## config.mk

```make
export PLATFORM = sky130hd
export DESIGN_NAME = decode_group
export DESIGN_NICKNAME = d
export VERILOG_FILES = /design/src/rtl/decode_group.sv
export SDC_FILE = /design/constraint.sdc
export NUM_CORES = 1
export LEC_CHECK = 0
export ABC_CLOCK_PERIOD_IN_PS = 2800
export BUFFER_PORTS_ARGS = -buffer_cell sky130_fd_sc_hd__buf_2
export CAP_MARGIN = 20
export CORE_ASPECT_RATIO = 1.25
export CORE_MARGIN = 3
export CORE_UTILIZATION = 44
export DETAILED_ROUTE_END_ITERATION = 8
export GPL_TIMING_DRIVEN = 0
export HOLD_SLACK_MARGIN = 0.1
export PLACE_DENSITY_LB_ADDON = 0.1
export SLEW_MARGIN = 30
export SYNTH_ARGS = -nofsm -noshare
export SYNTH_HDL_FRONTEND = slang
export SYNTH_SLANG_ARGS = --single-unit
```

## constraint.sdc

```tcl
create_clock -name clk -period 2.8 [get_ports clk]
set_clock_uncertainty 0.05 [all_clocks]
set_input_delay 0.28 -clock clk [delete_from_list [all_inputs] [get_ports clk]]
set_output_delay 0.28 -clock clk [all_outputs]
set_load 0.01 [all_outputs]
```

## src/rtl/decode_group.sv

```systemverilog
// N-wide RV32I decode stage: per-lane field extraction, class flags, static branch
// targets and program-order load/store ages, held in a one-entry valid/ready register.
module decode_group #(
    parameter int WIDTH = 2,
    parameter int AGE_W = 16,
    parameter int XLEN  = 32
) (
    input  logic                  clk,
    input  logic                  rst,
    input  logic                  branch_mispredict,
    input  logic                  in_valid,
    output logic                  in_ready,
    input  logic [WIDTH-1:0]      in_lane_valid,
    input  logic [64*WIDTH-1:0]   in_packet,
    output logic                  out_valid,
    input  logic                  out_ready,
    output logic [WIDTH-1:0]      out_lane_valid,
    output logic [XLEN*WIDTH-1:0] out_pc,
    output logic [32*WIDTH-1:0]   out_inst,
    output logic [5*WIDTH-1:0]    out_rs1_addr,
    output logic [5*WIDTH-1:0]    out_rs2_addr,
    output logic [5*WIDTH-1:0]    out_rd_addr,
    output logic [XLEN*WIDTH-1:0] out_imm,
    output logic [WIDTH-1:0]      out_regf_we,
    output logic [WIDTH-1:0]      out_is_load,
    output logic [WIDTH-1:0]      out_is_store,
    output logic [WIDTH-1:0]      out_is_branch,
    output logic [WIDTH-1:0]      out_is_jump,
    output logic [WIDTH-1:0]      out_illegal,
    output logic [XLEN*WIDTH-1:0] out_br_target,
    output logic [AGE_W*WIDTH-1:0] out_age
);

    localparam logic [6:0] OP_LUI   = 7'b0110111;
    localparam logic [6:0] OP_AUIPC = 7'b0010111;
    localparam logic [6:0] OP_JAL   = 7'b1101111;
    localparam logic [6:0] OP_JALR  = 7'b1100111;
    localparam logic [6:0] OP_BR    = 7'b1100011;
    localparam logic [6:0] OP_LOAD  = 7'b0000011;
    localparam logic [6:0] OP_STORE = 7'b0100011;
    localparam logic [6:0] OP_IMM   = 7'b0010011;
    localparam logic [6:0] OP_REG   = 7'b0110011;
    localparam logic [6:0] OP_CSR   = 7'b1110011;

    typedef struct packed {
        logic [XLEN-1:0] pc;
        logic [31:0]     inst;
        logic [4:0]      rs1;
        logic [4:0]      rs2;
        logic [4:0]      rd;
        logic [XLEN-1:0] imm;
        logic            we;
        logic            ld;
        logic            st;
        logic            br;
        logic            jp;
        logic            ill;
        logic [XLEN-1:0] tgt;
    } dec_t;

    function automatic dec_t decode(input logic [31:0] inst, input logic [XLEN-1:0] pc);
        dec_t            d;
        logic [XLEN-1:0] i_imm, s_imm, b_imm, u_imm, j_imm;
        i_imm = XLEN'($signed(inst[31:20]));
        s_imm = XLEN'($signed({inst[31:25], inst[11:7]}));
        b_imm = XLEN'($signed({inst[31], inst[7], inst[30:25], inst[11:8], 1'b0}));
        u_imm = XLEN'($signed({inst[31:12], 12'h000}));
        j_imm = XLEN'($signed({inst[31], inst[19:12], inst[20], inst[30:21], 1'b0}));
        d      = '0;
        d.pc   = pc;
        d.inst = inst;
        case (inst[6:0])
            OP_LUI, OP_AUIPC: begin
                d.rd  = inst[11:7];
                d.imm = u_imm;
                d.we  = 1'b1;
            end
            OP_JAL: begin
                d.rd  = inst[11:7];
                d.imm = j_imm;
                d.jp  = 1'b1;
                d.we  = 1'b1;
                d.tgt = pc + j_imm;
            end
            OP_JALR: begin
                // register-relative target is unknown here, so no static target
                d.rs1 = inst[19:15];
                d.rd  = inst[11:7];
                d.imm = i_imm;
                d.br  = 1'b1;
                d.jp  = 1'b1;
                d.we  = 1'b1;
            end
            OP_BR: begin
                d.rs1 = inst[19:15];
                d.rs2 = inst[24:20];
                d.imm = b_imm;
                d.br  = 1'b1;
                d.tgt = pc + b_imm;
            end
            OP_LOAD, OP_IMM: begin
                d.rs1 = inst[19:15];
                d.rd  = inst[11:7];
                d.imm = i_imm;
                d.ld  = (inst[6:0] == OP_LOAD);
                d.we  = 1'b1;
            end
            OP_STORE: begin
                d.rs1 = inst[19:15];
                d.rs2 = inst[24:20];
                d.imm = s_imm;
                d.st  = 1'b1;
            end
            OP_REG: begin
                d.rs1 = inst[19:15];
                d.rs2 = inst[24:20];
                d.rd  = inst[11:7];
                d.we  = 1'b1;
            end
            OP_CSR: begin
                d.rs1 = inst[19:15];
                d.rd  = inst[11:7];
            end
            default: d.ill = 1'b1;
        endcase
        if (d.rd == 5'd0) d.we = 1'b0;
        return d;
    endfunction

    dec_t             d_lane [WIDTH];
    logic [AGE_W-1:0] d_age  [WIDTH];
    dec_t             q_lane [WIDTH];
    logic [AGE_W-1:0] q_age  [WIDTH];
    logic [AGE_W-1:0] age_q;
    logic [AGE_W-1:0] age_next;
    logic             accept;

    assign in_ready = ~out_valid | out_ready;
    assign accept   = in_valid & in_ready;

    // running memory-op count gives each lane its program-order age
    always_comb begin
        age_next = age_q;
        for (int i = 0; i < WIDTH; i++) begin
            d_lane[i] = '0;
            d_age[i]  = '0;
            if (in_lane_valid[i])
                d_lane[i] = decode(in_packet[64*i +: 32], XLEN'(in_packet[64*i+32 +: 32]));
            if (d_lane[i].ld || d_lane[i].st) begin
                d_age[i] = age_next;
                age_next = age_next + AGE_W'(1);
            end
        end
    end

    always_ff @(posedge clk or negedge rst) begin
        if (!rst) begin
            out_valid      <= 1'b0;
            out_lane_valid <= '0;
            age_q          <= '0;
            for (int i = 0; i < WIDTH; i++) begin
                q_lane[i] <= '0;
                q_age[i]  <= '0;
            end
        end else if (branch_mispredict) begin
            out_valid      <= 1'b0;
            out_lane_valid <= '0;
            age_q          <= '0;
            for (int i = 0; i < WIDTH; i++) begin
                q_lane[i] <= '0;
                q_age[i]  <= '0;
            end
        end else if (accept) begin
            out_valid      <= 1'b1;
            out_lane_valid <= in_lane_valid;
            age_q          <= age_next;
            for (int i = 0; i < WIDTH; i++) begin
                q_lane[i] <= d_lane[i];
                q_age[i]  <= d_age[i];
            end
        end else if (out_ready) begin
            out_valid <= 1'b0;
        end
    end

    always_comb begin
        out_pc        = '0;
        out_inst      = '0;
        out_rs1_addr  = '0;
        out_rs2_addr  = '0;
        out_rd_addr   = '0;
        out_imm       = '0;
        out_regf_we   = '0;
        out_is_load   = '0;
        out_is_store  = '0;
        out_is_branch = '0;
        out_is_jump   = '0;
        out_illegal   = '0;
        out_br_target = '0;
        out_age       = '0;
        for (int i = 0; i < WIDTH; i++) begin
            out_pc[XLEN*i +: XLEN]        = q_lane[i].pc;
            out_inst[32*i +: 32]          = q_lane[i].inst;
            out_rs1_addr[5*i +: 5]        = q_lane[i].rs1;
            out_rs2_addr[5*i +: 5]        = q_lane[i].rs2;
            out_rd_addr[5*i +: 5]         = q_lane[i].rd;
            out_imm[XLEN*i +: XLEN]       = q_lane[i].imm;
            out_regf_we[i]                = q_lane[i].we;
            out_is_load[i]                = q_lane[i].ld;
            out_is_store[i]               = q_lane[i].st;
            out_is_branch[i]              = q_lane[i].br;
            out_is_jump[i]                = q_lane[i].jp;
            out_illegal[i]                = q_lane[i].ill;
            out_br_target[XLEN*i +: XLEN] = q_lane[i].tgt;
            out_age[AGE_W*i +: AGE_W]     = q_age[i];
        end
    end

    // lane masks must be a run of ones starting at lane 0
    assert property (@(posedge clk) disable iff (!rst)
        in_valid |-> ((in_lane_valid & (in_lane_valid + WIDTH'(1))) == '0));

endmodule
```

# Word-level counts from Yosys, hierarchy flattened
# Index checks and enable logic that the tools add are counted.
[word_totals]
latch_bits = 0
out_inout_bits = 334
reg_bits = 349
romBits = 0
memories = 0
mem_bits_rw = 0
input_bits = 135
word_cells = 129
[op_classes]
n_div = 0
n_shift = 0
add_sub_neg = 6
mux = 43
bitwise = 3
n_reduce_logical = 26
magnitude_cmp = 0
eq_ne = 20
mul = 0
[ops]
columns = ["op", "count"]
rows = [
  ["298-bit 2-to-1 mux", 2],
  ["32-bit case mux with 5 select lines", 2],
  ["149-bit 2-to-1 mux", 2],
  ["32-bit adder", 4],
  ["32-bit case mux with 2 select lines", 2],
  ["16-bit 2-to-1 mux", 6],
  ["32-bit 2-to-1 mux", 2],
  ["7-bit equality test, second input constant", 8],
  ["7-bit by 6-bit equality test with 1-bit output, second input constant", 6],
  ["5-bit 2-to-1 mux", 8],
  ["16-bit by 1-bit adder with 16-bit output, second input constant", 2],
  ["7-bit by 5-bit equality test with 1-bit output, second input constant", 4],
  ["7-bit OR reduction", 4],
  ["10-bit OR reduction", 2],
  ["1-bit 2-to-1 mux", 17],
  ["2-bit OR reduction", 8],
  ["8-bit OR reduction", 2],
  ["7-bit by 2-bit equality test with 1-bit output, second input constant", 2],
  ["3-bit OR reduction", 4],
  ["5-bit logical NOT", 2],
  ["2-bit 2-to-1 mux", 2],
  ["3-bit nonzero test", 1],
  ["1-bit logical OR", 2],
  ["2-bit nonzero test", 1],
  ["3 further kinds", 3],
]

# Logic depth before layout (Yosys ltp)
# Gate-level depths: netlist (run 1).
[depth]
word_depth = 13
ltp_mapped = 16
mapped_depth_nobuf = 14

# Worst setup path before layout (run 1)
# No wires, ideal clock.
[synth_path]
path_kind = "input to register"
from = "input port in_packet[68]"
to = "register q_lane, in the netlist out_br_target[62]"
path_buffers = 2
slack_ns = -1.229
setup_time_ns = 0.127
arrival_ns = 3.852
required_time_ns = 2.623
path_stages = 14
cell_sequence = "clkbuf_1 > nor4b_2 > nand2_1 > clkbuf_1 > mux2_2 > ha_1 > a21oi_1 > a21oi_1 > nor2_1 > o31ai_1 > a31oi_1 > o41ai_1 > mux2i_1 > nand3_1"
[synth_between]
elab_chain_cells = 5
word_cells_on_any_way = 6
cone_classes = "eq/ne (2); mux (4)"
[synth_lines]
columns = ["element", "line", "source"]
rows = [
  ["start: declaration", "14", "input logic [64*WIDTH-1:0] in_packet,"],
  ["7-bit equality test", "72", "case (inst[6:0])"],
  ["32-bit case mux with 2 select lines (*)", "72", ""],
  ["149-bit 2-to-1 mux (*)", "147", "if (in_lane_valid[i])"],
  ["298-bit 2-to-1 mux (*)", "173", "end else if (accept) begin"],
  ["298-bit 2-to-1 mux (*)", "165", "end else if (branch_mispredict) begin"],
  ["end signal: indexed assignment", "178", "q_lane[i] <= d_lane[i];"],
  ["end: declaration", "132", "dec_t q_lane [WIDTH];"],
]
# Mark *: on every way between the ends. The rest lies on a longest branch, timed or not. The select of a mux whose other input is x is not followed.
# A chain may end at the register's enable or synchronous reset.

# Final worst setup path (run 1)
[layout_path]
from = "input port in_packet[67]"
to = "register q_lane, in the netlist out_br_target[63]"
# Same word-level chain as after synthesis.

==> results of run 1 <==
==> cell usage in the layout, fill, tap and decap left out, types with 42 or more instances in the layout <==
cell type / count
a21oi_1: 106
dlygate4sd3_1: 130
clkbuf_1: 67
dfrtp_1: 347
o21ai_0: 123
a21o_1: 46
buf_2: 463
buf_4: 48
ha_1: 57
a22o_1: 185
clkbuf_16: 42
nand2_1: 203
==> timing repair <==
item,CTS,global route
pin swaps,57,51
cloned,0,1
setup endpoints to repair,188,55
hold buffers,130,0
resized for setup,87,59
buffers inserted,40,18
hold endpoints to repair,462,0
==> worst max-delay path by stage <==
stage / end / slack, ns / depth (start not counted)
3_3_place_gp: out_pc[58] / -5.37 / 1
4_1_cts: out_br_target[21] / -0.35 / 16
6_report: out_br_target[63] / -0.42 / 16
5_1_grt: out_br_target[61] / -0.48 / 16
2_1_floorplan: out_br_target[61] / -0.64 / 14
3_5_place_dp: out_br_target[59] / -1.44 / 15
==> state kept, by name, summed over array words and instances (netlist names), 10 cells and up <==
signal and cells:
out_rd_addr 10, out_rs2_addr 10, out_age 32, out_imm 64
out_rs1_addr 10, out_pc 64, out_inst 64, out_br_target 64
age_q 16
==> critical path, delay by kind of cell <==
family	cells	cell delay, ns
xor+xnor	1	0.19
compound gates	7	1.32
mux	1	0.33
simple gates	3	0.74
fa+ha+maj	1	0.30
buf+inv	3	0.41
==> through the flow <==
stage	instance area (µm²)	setup TNS [ns]	power [mW]
6_report	24320	-6.072	12.66
5_1_grt	24320	-9.431	13.11
4_1_cts	23980	-5.989	12.64
3_5_place_dp	20680	-80.96	6.969
3_3_place_gp	20550	-1934.80	6.936
2_1_floorplan	17630	-14.85	6.231
==> power breakdown <==
group | internal (mW) | total [mW] | switching, mW
registers | 5.13 | 5.17 | 0.0473
clock network | 3.15 | 5.37 | 2.23
logic | 0.874 | 2.12 | 1.24
==> cell families (layout without fill, tap and decap cells) <==
| group | count (synthesis) | after routing | share of synthesized area [%] |
|---|---|---|---|
| adder cells (fa/ha/maj) | 74 | 74 | 5.439 |
| flip-flops | 349 | 349 | 50.49 |
| AND/OR/NAND/NOR | 402 | 402 | 11.27 |
| AO/OA/AOI/OAI | 635 | 635 | 25.09 |
| XOR/XNOR | 78 | 78 | 3.949 |
| multiplexers | 12 | 12 | 0.7595 |
| buffers and inverters | 131 | 848 | 3.002 |
==> metal layers <==
metal  routed length (µm)  share of wire (%)  up-vias  global-route usage, %
met2                33530                 50      631                  55.68
met3                 4634                6.9      162                  6.336
met5                    0                  0        -                      0
met4                 3838                5.7        0                  15.63
met1                25380                 38     8260                  35.61
li1                     -                  -     7580                      -
==> area by class of cell <==
| type | instances | area [µm²] | area share, % |
|---|---|---|---|
| tap | 492 | 615.6 | 2.531 |
| buffer | 99 | 457.9 | 1.883 |
| sequential | 349 | 8736 | 35.92 |
| timing repair buffer | 649 | 4209 | 17.31 |
| clock inverter | 21 | 246.5 | 1.013 |
| inverter | 29 | 108.9 | 0.4476 |
| clock buffer | 50 | 1089 | 4.476 |
| multi-input combinational | 1201 | 8859 | 36.42 |
==> impl_metrics.ini, run 1 <==
[timing]
slew_violations = 0
fmax_mhz = 310.4
finalSetupViolations = 31
whs_ns = 0.1634
relSlewSlack_pct = 47.36
tightest_slew_ns = 0.7895
min_period_ns = 3.222
min_period_over_period_pct = 115.1
rsz0062_at_grt = true
hold_viol = 0
timing.final.ws_setup_ns = -0.4221

[global_routing]
grt_pass1_wl_mm = 100.1
grt_use_total_pct = 31.16
grt-ovfl-total = 0
grt_max_degree = 81
grt_pass1_vias = 16760
antenna_found_initial = 0

[drt]
vias = 16630
route.final.wire_length_mm = 67.38
drt-pass1-iter-count = 5
ant_nets = 0
wl_per_cell_um = 23.32
routed_via_density = 5.755
drc = 0
initialDrtViolationCount = 857

[layout]
area.growth.synth_to_final_pct = 40.60
layout.cells.non_filler = 2890
diodes = 0
n_fill_cell = 3270
fin_nets = 2577
utilization_pct = 63.11
drive_gt1_share_pct = 30.98

[placement]
numPortBuffers = 462
dp_hpwl_mm = 49.70
routabilityCongestion = 0.9373
dpl.cell_count = 2639
post-place-ws_ns = -1.436

[worst_hold_path]
hold_path_class = in -> reg
hp-start = in_packet[72]
holdPathStages = 4
hold_path_end = out_regf_we[1]

[floorplan]
die_w_um = 183.3
core_um2 = 38540
die-area_um2 = 41740
num_io_pins = 469
initial_core_util_pct = 44.89
die_y_um = 227.7
rows = 80

[yosys]
ys_warn_count = 0
ys_seq_area_share_pct = 50.49
synth_cell_types = 83
ys_top_cells_by_area = dfrtp_1, a22o_1, ha_1
synth_edf_count = 0
synth_ff_type = dfrtp_1
synthCells = 1681
synth_fp_nets = 1890
syn_area_um2 = 17300
yosys.area.top_type = dfrtp_1
postSynthAreaPerCell_um2 = 10.29
ys_seq_elements = 349
yosysMostFrequentCell = dfrtp_1
synth_commonest_cells = dfrtp_1, nand2_1, a22o_1, o21ai_0, a21oi_1
synth-async-reset-ratio_pct = 100.0
synth.top_cell.area_share_pct = 50.49

[setup_path]
reg2reg_to = out_br_target[61]
ff2ff_path_depth = 8
path_class = in -> reg
crit_start = in_packet[67]
critPathMaxStageDelay_ns = 0.42
path_cells = buf_12 > nand3b_4 > nor4b_4 > nand2_4 > clkbuf_16 > mux2_4 > ha_4 > buf_6 > a211oi_4 > o21bai_2 > a21oi_2 > o221a_2 > o21a_1 > o41a_1 > xnor2_1 > o21ai_1
crit_path_end_kind = flop
startpoint_type = input pin
crit_arrival_ns = 3.59
r2r_slack_ns = 0.03
worst-path-max-fanout = 7
required_ns = 3.16
rr_startpoint = out_valid
cpMaxStageDelayCell = o41a_1

[clocking]
clk_pin_slew_ns = 0.07
cts_buffer_depth = 3
cts_root_buffer = clkbuf_16
cts_tree = built
htreeDepth = 2
clock_sinks = 349
worstSkewPairLatency_ns = 0.55
cts_made_buffers = 39

[run]
timing.max_cap.violations = 0

[outcome]
violations = negative setup slack
status = finished with violations

[power_and_ir_drop]
vdd_drop_max_v = 0.0004628
p_per_area_nw_per_um2 = 520.6
power.leakage_nw = 12.27
(Power assumes the default switching activity.)
==> run 2: changes to the inputs <==
==> constraint.sdc (replaced) <==
create_clock -name clk -period 2.8 [get_ports clk]
set_clock_uncertainty 0.05 [all_clocks]
set_input_delay 0.14 -clock clk [delete_from_list [all_inputs] [get_ports clk]]
set_output_delay 0.14 -clock clk [all_outputs]
set_load 0.01 [all_outputs]
==> run 2 against run 1 <==
Flip-flop and latch count did not move. Utilization rose by 0.59 points. Sequential share of layout area fell by 0.33 points. Final cell count rose by 0.45%. Worst hold slack got worse by 0.048 ns. Fmax rose by 7.5%. First-iteration DRC count rose by 14%. Non-clock buffer count rose by 19. The flow still finishes with violations (negative setup slack). Sequential power barely moved. Die area did not move. Critical path type unchanged. Highest routed layer unchanged. Via count rose by 0.82%. Combinational power barely moved.
==> impl_metrics.ini, run 2 (same netlist as run 1, synthesis figures left out) <==
[global_routing]
grt_pass1_wl_mm = 101.2
grt_use_total_pct = 31.33
grt_pass1_vias = 16910
antenna_found_initial = 0
grt_max_degree = 70
grt-ovfl-total = 0

[floorplan]
num_io_pins = 469
die_w_um = 183.3
initial_core_util_pct = 44.89
die_y_um = 227.7
rows = 80
core_um2 = 38540
die-area_um2 = 41740

[timing]
fmax_mhz = 333.5
rsz0062_at_grt = true
finalSetupViolations = 25
min_period_over_period_pct = 107.1
timing.final.ws_setup_ns = -0.1987
tightest_slew_ns = 0.8666
slew_violations = 0
hold_viol = 0
min_period_ns = 2.999
relSlewSlack_pct = 42.23

[setup_path]
path_class = in -> reg
path_cells = buf_8 > and3b_2 > nor4bb_4 > buf_4 > nand2_8 > buf_8 > a21o_1 > ha_4 > a21o_1 > a21o_1 > a2111oi_4 > nor3_4 > buf_4 > o31a_1 > a311oi_2 > xor2_1 > o21ai_1
crit_arrival_ns = 3.33
startpoint_type = input pin
critPathMaxStageDelay_ns = 0.35
crit_path_end_kind = flop
cp_top_family = compound AO/OA/AOI/OAI gates
r2r_slack_ns = 0.08
path_common_cell = a21o_1
worst-path-max-fanout = 10
required_ns = 3.13
worstPathBufferInverterCount = 4
cpMaxStageDelayCell = a2111oi_4

[outcome]
status = finished with violations
violations = negative setup slack

[clocking]
cts_root_buffer = clkbuf_16
cts_made_buffers = 37
htreeDepth = 2
clock_sinks = 349
cts_tree = built
clk_pin_slew_ns = 0.07
worstSkewPairLatency_ns = 0.53
cts_buffer_depth = 3

[drt]
wl_per_cell_um = 23.30
drt-pass1-iter-count = 7
routed_via_density = 5.777
ant_nets = 0
initialDrtViolationCount = 973
vias = 16770
route.final.wire_length_mm = 67.65
drc = 0

[layout]
layout.cells.non_filler = 2903
n_fill_cell = 3176
layout_commonest_cell = buf_2
area.growth.synth_to_final_pct = 41.91
drive_gt1_share_pct = 31.36
mostFrequentLayoutCells = buf_2, dfrtp_1, nand2_1
diodes = 0
fin_nets = 2594
final_area_um2 = 24550

[placement]
dpl_cell_area_um2 = 20650
routabilityCongestion = 0.9163
numPortBuffers = 462
dpl.cell_count = 2640
dp_hpwl_mm = 49.54

[power_and_ir_drop]
power_mw = 12.85
vdd_drop_max_v = 0.0004989
p_per_area_nw_per_um2 = 523.5
power.leakage_nw = 12.38

[run]
timing.max_cap.violations = 0

[worst_hold_path]
hold_path_class = in -> reg
run 2: changes by cell type in the layout (fill, tap and decap cells not counted), moves of 4 or more:
cell / change
clkbuf_8: +5
dlygate4sd3_1: +6
buf_4: +9
clkbuf_1: -7
buf_6: +4
clkbuf_2: +4
o21ai_0: +4
run 2: what timing repair did:
action,in CTS,in global routing
endpoints found under the hold margin,401,0
buffers inserted,41,26
hold buffers,137,0
gates resized for setup,84,85
pin swaps,51,53
setup endpoints to repair,119,142
run 2: final timing paths:
check / startpoint / to / depth (start not counted)
max: in_packet[3] / out_br_target[30] / 17
min: in_packet[31] / out_imm[11] / 3
max reg2reg: out_valid / out_br_target[61] / 8
min reg2reg: out_lane_valid[0] / out_lane_valid[0] / 2
max in group asynchronous: rst / out_pc[26] / 5
min in group asynchronous: rst / out_age[24] / 3
run 2: power by group:
part | switching [mW] | internal [mW] | total (mW)
Sequential | 0.0473 | 5.12 | 5.17
Clock | 2.10 | 3.44 | 5.54
Combinational | 1.24 | 0.899 | 2.14
Total | 3.39 | 9.46 | 12.9
run 2: cell type report:
type / instances / area [µm²] / area share (%)
buffer: 98 / 447.9 / 1.825
clock buffer: 51 / 1121 / 4.567
timing repair buffer: 669 / 4408 / 17.96
clock inverter: 14 / 249.0 / 1.014
sequential: 349 / 8736 / 35.59
inverter: 29 / 108.9 / 0.4434
multi-input combinational: 1201 / 8861 / 36.10
tap: 492 / 615.6 / 2.508
run 2: tightest hold or removal path: stages:
cell and delay, ns:
buf_2 0.25, a21oi_1 0.18, o21ai_0 0.08
run 2: metal layers:
layer	GRT usage (%)	share of wire, %	up-vias
li1	-	-	7609
met1	36.59	38	8270
met2	55.91	50	723
met3	6.113	7.0	168
met4	14.43	5.3	0
met5	0	0	-
run 2: metrics by stage:
stage / setup TNS (ns) / util [%] / hold slack [ns] / setup slack [ns]
finish: -2.190 / 63.70 / 0.1156 / -0.1987
global route: -5.104 / 63.70 / 0.1348 / -0.3260
CTS: -2.288 / 62.49 / 0.1034 / -0.2621
detailed placement: -48.17 / 53.60 / -0.01206 / -1.299
global placement: -1861.08 / 53.20 / 0.3348 / -5.243
floorplan: -9.124 / - / -0.2056 / -0.4988
